==> config.mk <==
export PLATFORM = sky130hd
export DESIGN_NAME = vga_pattern_sequencer
export DESIGN_NICKNAME = d
export VERILOG_FILES = /design/src/rtl/vga_pattern_sequencer_pkg.sv /design/src/rtl/vga_pattern_sequencer_uart_resp_sender.sv /design/src/rtl/vga_pattern_sequencer.sv
export SDC_FILE = /design/constraint.sdc
export NUM_CORES = 1
export LEC_CHECK = 0
export CORE_MARGIN = 4
export CORE_UTILIZATION = 43
export DETAILED_ROUTE_END_ITERATION = 12
export PLACE_DENSITY = 0.68
export SETUP_SLACK_MARGIN = 0.4
export SYNTH_ARGS = -nofsm -noshare
export SYNTH_HDL_FRONTEND = slang
export SYNTH_SLANG_ARGS = --single-unit
==> constraint.sdc <==
create_clock -name clk_i -period 5.3 [get_ports clk_i]
set_input_delay 1.06 -clock clk_i [delete_from_list [all_inputs] [get_ports clk_i]]
set_output_delay 1.06 -clock clk_i [all_outputs]
set_load 0.01 [all_outputs]
==> src/rtl/vga_pattern_sequencer_pkg.sv <==
// ----------------------------------------------------------------------------
// vga_pattern_sequencer_pkg
// Purpose : Shared command codes and reply-FSM state encoding for the VGA
//           pattern sequencer and its UART reply sender.
// Contents: CMD_* command byte codes, resp_state_t reply FSM states.
// ----------------------------------------------------------------------------
package vga_pattern_sequencer_pkg;

  // Received command bytes. Pattern selects are CMD_SEL_BASE + digit.
  localparam logic [7:0] CMD_SEL_BASE = 8'h30;
  localparam logic [7:0] CMD_SEL_LAST = 8'h39;
  localparam logic [7:0] CMD_AUTO     = 8'h41;
  localparam logic [7:0] CMD_STOP     = 8'h53;
  localparam logic [7:0] CMD_QUERY    = 8'h3F;

  // Reply sender handshake states.
  typedef enum logic [1:0] {
    RESP_IDLE      = 2'd0,
    RESP_SEND      = 2'd1,
    RESP_WAIT_DONE = 2'd2
  } resp_state_t;

endpackage

==> src/rtl/vga_pattern_sequencer_uart_resp_sender.sv <==
// ----------------------------------------------------------------------------
// uart_resp_sender
// Purpose : Buffers one reply byte and hands it to UART_TX using the
//           tx_dv / tx_active / tx_done handshake. Replies arriving while the
//           holding slot is occupied are discarded and flagged.
// Ports   : clk_i, rst_n_i        clock, async active-low reset
//           req_i, req_byte_i     one-cycle reply request and its byte
//           tx_active_i           UART_TX busy
//           tx_done_i             UART_TX completion strobe
//           tx_dv_o, tx_byte_o    request strobe and byte to UART_TX
//           resp_drop_o           sticky flag, a reply was discarded
// ----------------------------------------------------------------------------
module uart_resp_sender
  import vga_pattern_sequencer_pkg::*;
(
  input  logic       clk_i,
  input  logic       rst_n_i,
  input  logic       req_i,
  input  logic [7:0] req_byte_i,
  input  logic       tx_active_i,
  input  logic       tx_done_i,
  output logic       tx_dv_o,
  output logic [7:0] tx_byte_o,
  output logic       resp_drop_o
);

  resp_state_t state, state_next;
  logic        resp_valid;
  logic [7:0]  resp_byte;
  logic        load;

  // Reply FSM state register.
  always_ff @(posedge clk_i or negedge rst_n_i) begin
    if (!rst_n_i) state <= RESP_IDLE;
    else          state <= state_next;
  end

  // Next-state and handshake outputs. tx_dv_o is high only while in SEND,
  // which lasts exactly one cycle. Returning to IDLE on tx_done_i means the
  // next request cannot appear until at least one cycle later.
  always_comb begin
    state_next = state;
    load       = 1'b0;
    tx_dv_o    = 1'b0;
    case (state)
      RESP_IDLE: begin
        if (resp_valid && !tx_active_i) begin
          load       = 1'b1;
          state_next = RESP_SEND;
        end
      end
      RESP_SEND: begin
        tx_dv_o    = 1'b1;
        state_next = RESP_WAIT_DONE;
      end
      RESP_WAIT_DONE: begin
        if (tx_done_i) state_next = RESP_IDLE;
      end
      default: state_next = RESP_IDLE;
    endcase
  end

  // Holding slot, output byte and drop flag. A request landing in the same
  // cycle the slot is emptied by the FSM is still accepted.
  always_ff @(posedge clk_i or negedge rst_n_i) begin
    if (!rst_n_i) begin
      resp_valid  <= 1'b0;
      resp_byte   <= 8'h00;
      tx_byte_o   <= 8'h00;
      resp_drop_o <= 1'b0;
    end else begin
      if (load) begin
        tx_byte_o  <= resp_byte;
        resp_valid <= 1'b0;
      end
      if (req_i) begin
        if (!resp_valid || load) begin
          resp_valid <= 1'b1;
          resp_byte  <= req_byte_i;
        end else begin
          resp_drop_o <= 1'b1;
        end
      end
    end
  end

endmodule

==> src/rtl/vga_pattern_sequencer.sv <==
// ----------------------------------------------------------------------------
// vga_pattern_sequencer
// Purpose : Command controller between UART_RX/UART_TX and the test pattern
//           generator. Decodes command bytes, applies pattern changes only at
//           the start of vertical blanking, auto-cycles patterns every
//           FRAMES_PER_PATTERN frames and returns a one-byte reply.
// Ports   : clk_i, rst_n_i          clock, async active-low reset
//           rx_dv_i, rx_byte_i      received byte strobe and data
//           vsync_i                 high during active rows, falls at blanking
//           tx_active_i, tx_done_i  UART_TX status
//           tx_dv_o, tx_byte_o      reply request and byte
//           pattern_o               committed pattern index
//           auto_mode_o             auto-cycle active
//           last_cmd_o              last received byte
//           resp_drop_o             sticky, a reply was discarded
// ----------------------------------------------------------------------------
module vga_pattern_sequencer
  import vga_pattern_sequencer_pkg::*;
#(
  parameter int          NUM_PATTERNS       = 6,
  parameter int          FRAMES_PER_PATTERN = 60,
  parameter logic [7:0]  ACK_BYTE           = 8'h4B,
  parameter logic [7:0]  NAK_BYTE           = 8'h21
) (
  input  logic       clk_i,
  input  logic       rst_n_i,
  input  logic       rx_dv_i,
  input  logic [7:0] rx_byte_i,
  input  logic       vsync_i,
  input  logic       tx_active_i,
  input  logic       tx_done_i,
  output logic       tx_dv_o,
  output logic [7:0] tx_byte_o,
  output logic [3:0] pattern_o,
  output logic       auto_mode_o,
  output logic [7:0] last_cmd_o,
  output logic       resp_drop_o
);

  localparam int CNT_W = $clog2(FRAMES_PER_PATTERN + 1);

  logic             vsync_q;
  logic             frame_edge;
  logic [3:0]       pending;
  logic             pending_valid;
  logic [CNT_W-1:0] frame_cnt;

  logic             cmd_digit;
  logic             cmd_sel_ok;
  logic             cmd_auto;
  logic             cmd_stop;
  logic [3:0]       sel_index;
  logic [7:0]       reply_byte;

  // vsync_q resets low so a vsync_i already low at reset release is not
  // mistaken for the start of blanking.
  assign frame_edge = vsync_q & ~vsync_i;
  assign sel_index  = rx_byte_i[3:0];

  // Command decode and reply selection. A query reports the committed
  // pattern, not one still waiting for the next frame edge.
  always_comb begin
    cmd_digit  = (rx_byte_i >= CMD_SEL_BASE) && (rx_byte_i <= CMD_SEL_LAST);
    cmd_sel_ok = cmd_digit && (sel_index < 4'(NUM_PATTERNS));
    cmd_auto   = (rx_byte_i == CMD_AUTO);
    cmd_stop   = (rx_byte_i == CMD_STOP);
    reply_byte = NAK_BYTE;
    if (cmd_sel_ok || cmd_auto || cmd_stop) reply_byte = ACK_BYTE;
    else if (rx_byte_i == CMD_QUERY)        reply_byte = CMD_SEL_BASE + {4'h0, pattern_o};
  end

  // Pattern state. Frame-edge work (commit or auto advance) is written first
  // so a command arriving on the same edge overrides it: a new select
  // becomes pending for the following frame, and 'A' restarts the frame
  // count without advancing. Commit and auto advance never coincide because
  // a select clears auto mode and 'A' drops any pending select.
  always_ff @(posedge clk_i or negedge rst_n_i) begin
    if (!rst_n_i) begin
      vsync_q       <= 1'b0;
      pattern_o     <= 4'd0;
      pending       <= 4'd0;
      pending_valid <= 1'b0;
      auto_mode_o   <= 1'b0;
      frame_cnt     <= '0;
      last_cmd_o    <= 8'h00;
    end else begin
      vsync_q <= vsync_i;
      if (frame_edge && pending_valid) begin
        pattern_o     <= pending;
        pending_valid <= 1'b0;
        frame_cnt     <= '0;
      end else if (frame_edge && auto_mode_o && !(rx_dv_i && cmd_auto)) begin
        if (frame_cnt == CNT_W'(FRAMES_PER_PATTERN - 1)) begin
          frame_cnt <= '0;
          pattern_o <= (pattern_o == 4'(NUM_PATTERNS - 1)) ? 4'd0 : pattern_o + 4'd1;
        end else begin
          frame_cnt <= frame_cnt + CNT_W'(1);
        end
      end
      if (rx_dv_i) begin
        last_cmd_o <= rx_byte_i;
        if (cmd_sel_ok) begin
          pending       <= sel_index;
          pending_valid <= 1'b1;
          auto_mode_o   <= 1'b0;
        end else if (cmd_auto) begin
          auto_mode_o   <= 1'b1;
          frame_cnt     <= '0;
          pending_valid <= 1'b0;
        end else if (cmd_stop) begin
          auto_mode_o   <= 1'b0;
        end
      end
    end
  end

  uart_resp_sender u_resp (
    .clk_i       (clk_i),
    .rst_n_i     (rst_n_i),
    .req_i       (rx_dv_i),
    .req_byte_i  (reply_byte),
    .tx_active_i (tx_active_i),
    .tx_done_i   (tx_done_i),
    .tx_dv_o     (tx_dv_o),
    .tx_byte_o   (tx_byte_o),
    .resp_drop_o (resp_drop_o)
  );

endmodule
==> results.md <==
* Arrival time of the worst setup path at 3.19 ns
* Slew at the pin closest to its max-slew limit at 0.9306 ns
* TritonCTS sink count at 43
* Max cap viols at 0
* Post-layout nets at 234
* H-Tree Depth at 2
* Gr ovfl total at 0
* Final hold violation count at 0
* DR pass1 iterations at 4
* Switching share of total power at 0.3060
* GP Congestion at 0.7855
* Synthesized area per cell at 10.77 sq um
* Total of warnings raised by yosys at 0
* Register share of total power at 0.479
* Mapped Cells at 184
* Top post-synthesis cells by area: dfrtp_1, mux2_2, nand2_1, a21oi_1, nor2_1
* Data required time at the worst endpoint at between 5 and 6 ns
* Die span in y at 75.89 microns
* Global-route wire length before repair at between 6000 and 7000 microns
* Worst hold stages at 2
* Static leakage at 1.068 nW
* Initial DRC Count at ~100
* Power spent charging and discharging nets at roughly 310 uW
* Peak VDD IR at 0.0002063 V
* Number of synthesized flops with an enable pin at 0
* DRT Wirelength at 3829 microns
* Combined global-route utilization of all metal layers at 0.1506
* Port-buffer cells at 35
* Final Instance Count excl. Fillers at 272
* DPL Wire Length at 2723 microns
* Clock edge transition at the registers on the reported setup and hold paths at 0.09 ns
* Clock power share at 0.250
* Worst slew margin relative to its limit at 0.3796
* Syn nets at 199
* Power density over cell area at 412.8 nW/um^2
* Final-report setup violation count at 0
* Area growth from synthesis to final layout at 23.61%
* Result of the run: finished clean
* Starting utilization of the core area at 0.4490
* Worst reg-to-reg setup slack at 3.37 ns
* Routed vias at ~1500
* Routed length per instance at ~14 microns
* Clock tree from TritonCTS: done
* Class of the tightest hold or removal check: reg -> reg
* Vias in the first global route at around 1400
* Synth unique cells at 45
* Kind of start point of the critical path: primary input
* Max clock buf depth at 2
* Classification of the worst setup path: in -> reg
* Instance count after placement with tap cells included at 264
* Cell area after technology mapping at 1982 sq um
* Die Footprint at 5759 sq um
* Num rows at 24
* Antenna diodes at 0
* Comb power frac at 0.271
* Count of boundary I/O pins at 37
* Max Transition Viols Final at 0
* Cell depth of the worst flop-to-flop path at 5
* Num CTS Buffers at 5
* Die X-Extent at about 76 microns
* Worst slack, placed at 1.951 ns
* Cell type with the largest total area after synthesis: dfrtp_1
* Latest clock arrival within the worst-skew pair at 0.30 ns
* Pint at 701.9 uW
* Hold bufs inserted after CTS at 0
* Most used flip-flop cell after synthesis: dfrtp_1
* CP Capture Type: flip-flop
* Root Driver: clkbuf_8
* Critical-path maximum fanout at 21
* Number of antenna violations at the first check in global routing at 0
* Period minus WS final at 3.016 ns
* Drt drc at 0
* Total setup buffers inserted after CTS at 0
* RSZ-0062 raised after global routing: false
* Setup TNS after final layout at 0 ns
* Portion of the clock cycle consumed by the worst path in the final layout at 0.5690
* Synthesized flop and latch total at 43
* Proportion of layout cells with a drive suffix above 1 at 0.1364
* Pin count of the biggest net entering global routing at 44
* Post-synthesis async set-or-reset flop share at 1.000
* Core region area at 4414 sq um
* Number of cells upsized or downsized after cts at 0
* Share of the yosys chip area belonging to registers at 0.5429
* Remaining antenna violation count at 0
* Post-route worst setup slack at 2.284 ns
* Vias/cell at 5.379
* Area fraction of the dominant cell type after synthesis at 0.5429
* Worst clock skew at 0.01113 ns
* PnR Total Power at just over 1 mW
* Timing-limited maximum frequency at 331.6 MHz
## layout make-up
cell class                      instances  area (sq um)
Fill cell                             408          1964
Sequential cell                        43          1076
Multi-Input combinational cell        125         817.0
Tap cell                               52         65.06
Timing Repair Buffer                   35         345.3
Clock inverter                          3         43.79
Inverter                                9         33.78
Clock buffer                            5         68.82
## sequential cells by signal, summed over array words and instances, names as in the netlist
signal,count
pattern_o,4
frame_cnt,6
last_cmd_o,8
pending,4
vsync_q,1
u_resp.state,2
u_resp.tx_byte_o,7
auto_mode_o,1
u_resp.resp_valid,1
u_resp.resp_drop_o,1
pending_valid,1
u_resp.resp_byte,7
## worst max-delay path, cell delays in order
cell             delay, ns
clkdlybuf4s50_1       0.73
or4b_4                0.54
nor3_4                0.49
nand3b_1              0.29
a21oi_1               0.07
## power by group through the flow
| stage | Clock (mW) | Combinational, mW | Sequential [mW] |
|---|---|---|---|
| floorplan | 0 | 0.140 | 0.492 |
| global placement | 0 | 0.272 | 0.488 |
| detailed placement | 0 | 0.278 | 0.492 |
| CTS | 0.260 | 0.279 | 0.486 |
| global route | 0.275 | 0.308 | 0.501 |
| finish | 0.253 | 0.274 | 0.485 |
## Yosys cell counts, drive strengths merged, types with 2 or more instances
cell type / instances
a211o: 2
or4: 6
and3b: 2
nand3b: 2
clkbuf: 3
mux2: 12
nand2: 26
or4b: 2
nor2: 12
a21oi: 12
or2: 2
nand4bb: 2
inv: 9
o21ai: 7
a31oi: 5
or3: 4
dfrtp: 43
buf: 4
nand4: 2
nand3: 6
o31ai: 6
## logic make-up (layout without fill, tap and decap cells)
group / after synthesis / count (layout) / share of synthesized area
DFF: 43 / 43 / 0.5429
AOI/OAI and AO/OA: 36 / 36 / 0.1181
muxes: 12 / 12 / 0.06818
xor gates and xnor gates: 1 / 1 / 0.004420
other: 1 / 1 / 0.001892
and+or+nand+nor: 74 / 74 / 0.2134
adders and majority gates: 1 / 1 / 0.006312
buffers and inverters: 16 / 52 / 0.04482
## metal layers
metal	vias up	GRT usage	part of all wire
met1	700	0.2093	0.47
met3	2	0.04222	0.065
met2	37	0.2224	0.46
li1	724	-	-
met5	-	0	0
met4	0	0.05825	0.0050
## placed cells by master, fill, tap and decap left out, drive strengths merged, types with 2 or more instances in the layout
cell type       n
nand4           2
mux2           12
or2             2
o21ai           7
nand3           6
or3             4
or4b            2
and3b           2
inv             9
a21oi          12
dfrtp          43
nand3b          2
a211o           2
clkbuf          5
o31ai           6
clkinv          2
nand2          26
a31oi           5
nor2           12
clkdlybuf4s50  34
or4             6
nand4bb         2
## worst paths after layout
| path | start | to |
|---|---|---|
| min in group asynchronous | rst_n_i | u_resp.resp_byte[2] |
| hold reg to reg | u_resp.resp_byte[0] | u_resp.tx_byte_o[0] |
| hold / removal | u_resp.resp_byte[0] | u_resp.tx_byte_o[0] |
| setup / recovery | rx_dv_i | frame_cnt[0] |
| max in group asynchronous | rst_n_i | pattern_o[3] |
| setup reg to reg | frame_cnt[0] | pattern_o[2] |
## metrics by stage
stage	utilization	hold WS, ns	cell area (sq um)
6_report	0.5550	0.4635	2450
5_1_grt	0.5550	0.4992	2450
2_1_floorplan	-	0.4348	1982
3_3_place_gp	0.5295	0.4539	2337
4_1_cts	0.5550	0.4736	2450
3_5_place_dp	0.5295	0.4624	2337
Power figures use the tool's default switching activity.
==> patch: new RTL, same settings <==
`FRAMES_PER_PATTERN`: 60 -> 120.
--- a/src/rtl/vga_pattern_sequencer.sv
+++ b/src/rtl/vga_pattern_sequencer.sv
@@ -20,3 +20,3 @@
   parameter int          NUM_PATTERNS       = 6,
-  parameter int          FRAMES_PER_PATTERN = 60,
+  parameter int          FRAMES_PER_PATTERN = 120,
   parameter logic [7:0]  ACK_BYTE           = 8'h4B,
Behaviour: no difference found for any inputs over 4 cycles, from zero or initial values and one cycle with rst_n_i low; that may be too few to reach the edited logic, so the function may still have changed.
==> patch against the unedited design <==
- synthesized cell count up 2.7%
- sequential cell count up 1
- cell area up 0.56%
- sequential power down 8.0%
- die area up 0.67%
- clock power down 13%
- global-route usage down 0.40 points
- critical path depth down 1
- maximum frequency down 1.7%
- total power down 12%
- area after synthesis up 0.76%
- wire length up 2.7%
- non-clock buffer count unchanged
- setup slack worse by 0.051 ns
- critical endpoint is now u_resp.resp_byte[4]
==> patch: results (changes against the unedited design) <==
* Input/output buffers at 35 (unchanged)
* Initial DRC Count at 95 (-8.7%)
* Post-Layout Cell Count at 276 (+1.5%)
* LEAKAGE at 1.06 nW (-0.90%)
* Hold Startpoint: u_resp.resp_byte[5]
* Reg2reg path depth at 3 (-2)
* Most frequent cells after synthesis: 44 x dfrtp_1, 27 x nand2_1, 13 x mux2_2
* Sequential area share after synthesis at 55.1% (+0.84 points)
* Maximum fanout along the worst path at 12 (-43%)
* Flop-to-flop setup slack at 2.93 ns (-0.44 ns)
* Nets at 238 (+1.7%)
* First-pass GRT wire length at 7.04 mm (+6.2%)
* Clock skew at 0.00575 ns (-0.00538 ns)
* Yosys warns at 0 (unchanged)
* Internal Power at 0.626 mW (-11%)
* Ys async rst share at 100% (unchanged)
* HPWL Detailed at 2.77 mm (+1.9%)
* Worst Max-Slew Pin Slew at 0.951 ns (+0.0207 ns)
* Synth unique cells at 43 (-4.4%)
* Slowest stage cell on the critical path: a21boi_1
* VDD IR-drop max at 0.211 mV (+2.3%)
* Status: completed
* Dpl cells at 268 (+1.5%)
* Reg-to-Reg Start: u_resp.state[0]
* Fillers at 397 (-2.7%)
* Syn nets at 204 (+2.5%)
* Share of post-route cells with drive strength above 1 at 12.5% (-1.1 points)
* Synthesized area per cell at 10.6 um2 (-1.9%)
* GP Congestion at 0.780 (-0.73%)
* Via count at 1532 (+4.7%)
* Top cells by area, synth: dfrtp_1 55%, mux2_2 7.3%, nand2_1 5.1%
* Initial antenna violation count at 0 (unchanged)
* Tot GR Track Use at 14.7% (-0.40 points)
* WP data arrival at 3.26 ns (+0.07 ns)
* Pin count of the biggest net entering global routing at 45 (+2.3%)
* Vias in the first global route at 1503 (+4.4%)
* Hold EP: u_resp.tx_byte_o[5]
* Total Wirelength at 3.93 mm (+2.7%)
* R2r endpoint: u_resp.resp_byte[4]
==> patch: cell types whose count changed in the layout (fill, tap and decap cells not counted), moves of 3 or more <==
cell	unedited run	this run
or4_1	6	3
a21oi_1	11	6
nor3_1	0	3
inv_1	8	5
o21ai_0	5	8
==> patch: cell type report <==
cell class                      count  area share (%)
Clock buffer                        7            3.50
Clock inverter                      1           0.305
Inverter                            5           0.762
Multi-Input combinational cell    132            34.1
Sequential cell                    44            44.7
Tap cell                           52            2.64
Timing Repair Buffer               35            14.0
==> patch: worst max-delay path, delay by kind of cell <==
family / cells / cell delay, ns
AOI/OAI and AO/OA: 1 / 0.73
buffers and inverters: 1 / 0.39
muxes: 1 / 0.41
and+or+nand+nor: 1 / 0.67
==> patch: logic make-up (layout without fill, tap and decap cells) <==
group	Yosys count	after routing	synth area share, %
fa+ha+maj	1	1	0.626
buf+inv	13	48	2.82
other cells	1	1	0.188
flops	44	44	55.1
simple gates	79	79	21.0
compound gates	36	36	11.9
mux	15	15	8.33
==> patch: power by group through the flow <==
stage / registers (mW) / clock network [mW] / logic (mW)
4_1_cts: 0.446 / 0.227 / 0.227
2_1_floorplan: 0.460 / 0 / 0.103
3_5_place_dp: 0.453 / 0 / 0.226
5_1_grt: 0.458 / 0.241 / 0.250
6_report: 0.446 / 0.219 / 0.223
3_3_place_gp: 0.452 / 0 / 0.222
==> patch: how the worst max path moves through the flow <==
stage / startpoint / end / slack, ns / depth (start not counted)
2_1_floorplan: vsync_i / pattern_o[3] / 2.90 / 5
3_5_place_dp: tx_active_i / u_resp.resp_byte[5] / 1.93 / 4
6_report: tx_active_i / u_resp.resp_byte[4] / 2.23 / 4
4_1_cts: tx_active_i / u_resp.resp_byte[5] / 2.26 / 4
5_1_grt: tx_active_i / u_resp.resp_byte[4] / 2.06 / 4
3_3_place_gp: tx_active_i / u_resp.resp_byte[5] / 1.98 / 4
==> patch: metal layers <==
layer | track usage (%) | vias up | part of all wire [%]
met5 | 0 | - | 0
met4 | 5.24 | 0 | 1.8
met3 | 5.20 | 7 | 6.6
met2 | 21.9 | 41 | 44
met1 | 19.6 | 741 | 47
li1 | - | 743 | -
==> patch: stage by stage <==
stage / total power [mW] / worst slack [ns] / hold WS (ns) / cell area [um2] / utilization (%)
after floorplan: 0.564 / 2.90 / 0.435 / 2000 / -
after global placement: 0.674 / 1.98 / 0.462 / 2370 / 53.7
after detailed placement: 0.680 / 1.93 / 0.462 / 2370 / 53.7
after CTS: 0.900 / 2.26 / 0.483 / 2460 / 55.8
after global routing: 0.948 / 2.06 / 0.493 / 2460 / 55.8
final: 0.888 / 2.23 / 0.477 / 2460 / 55.8
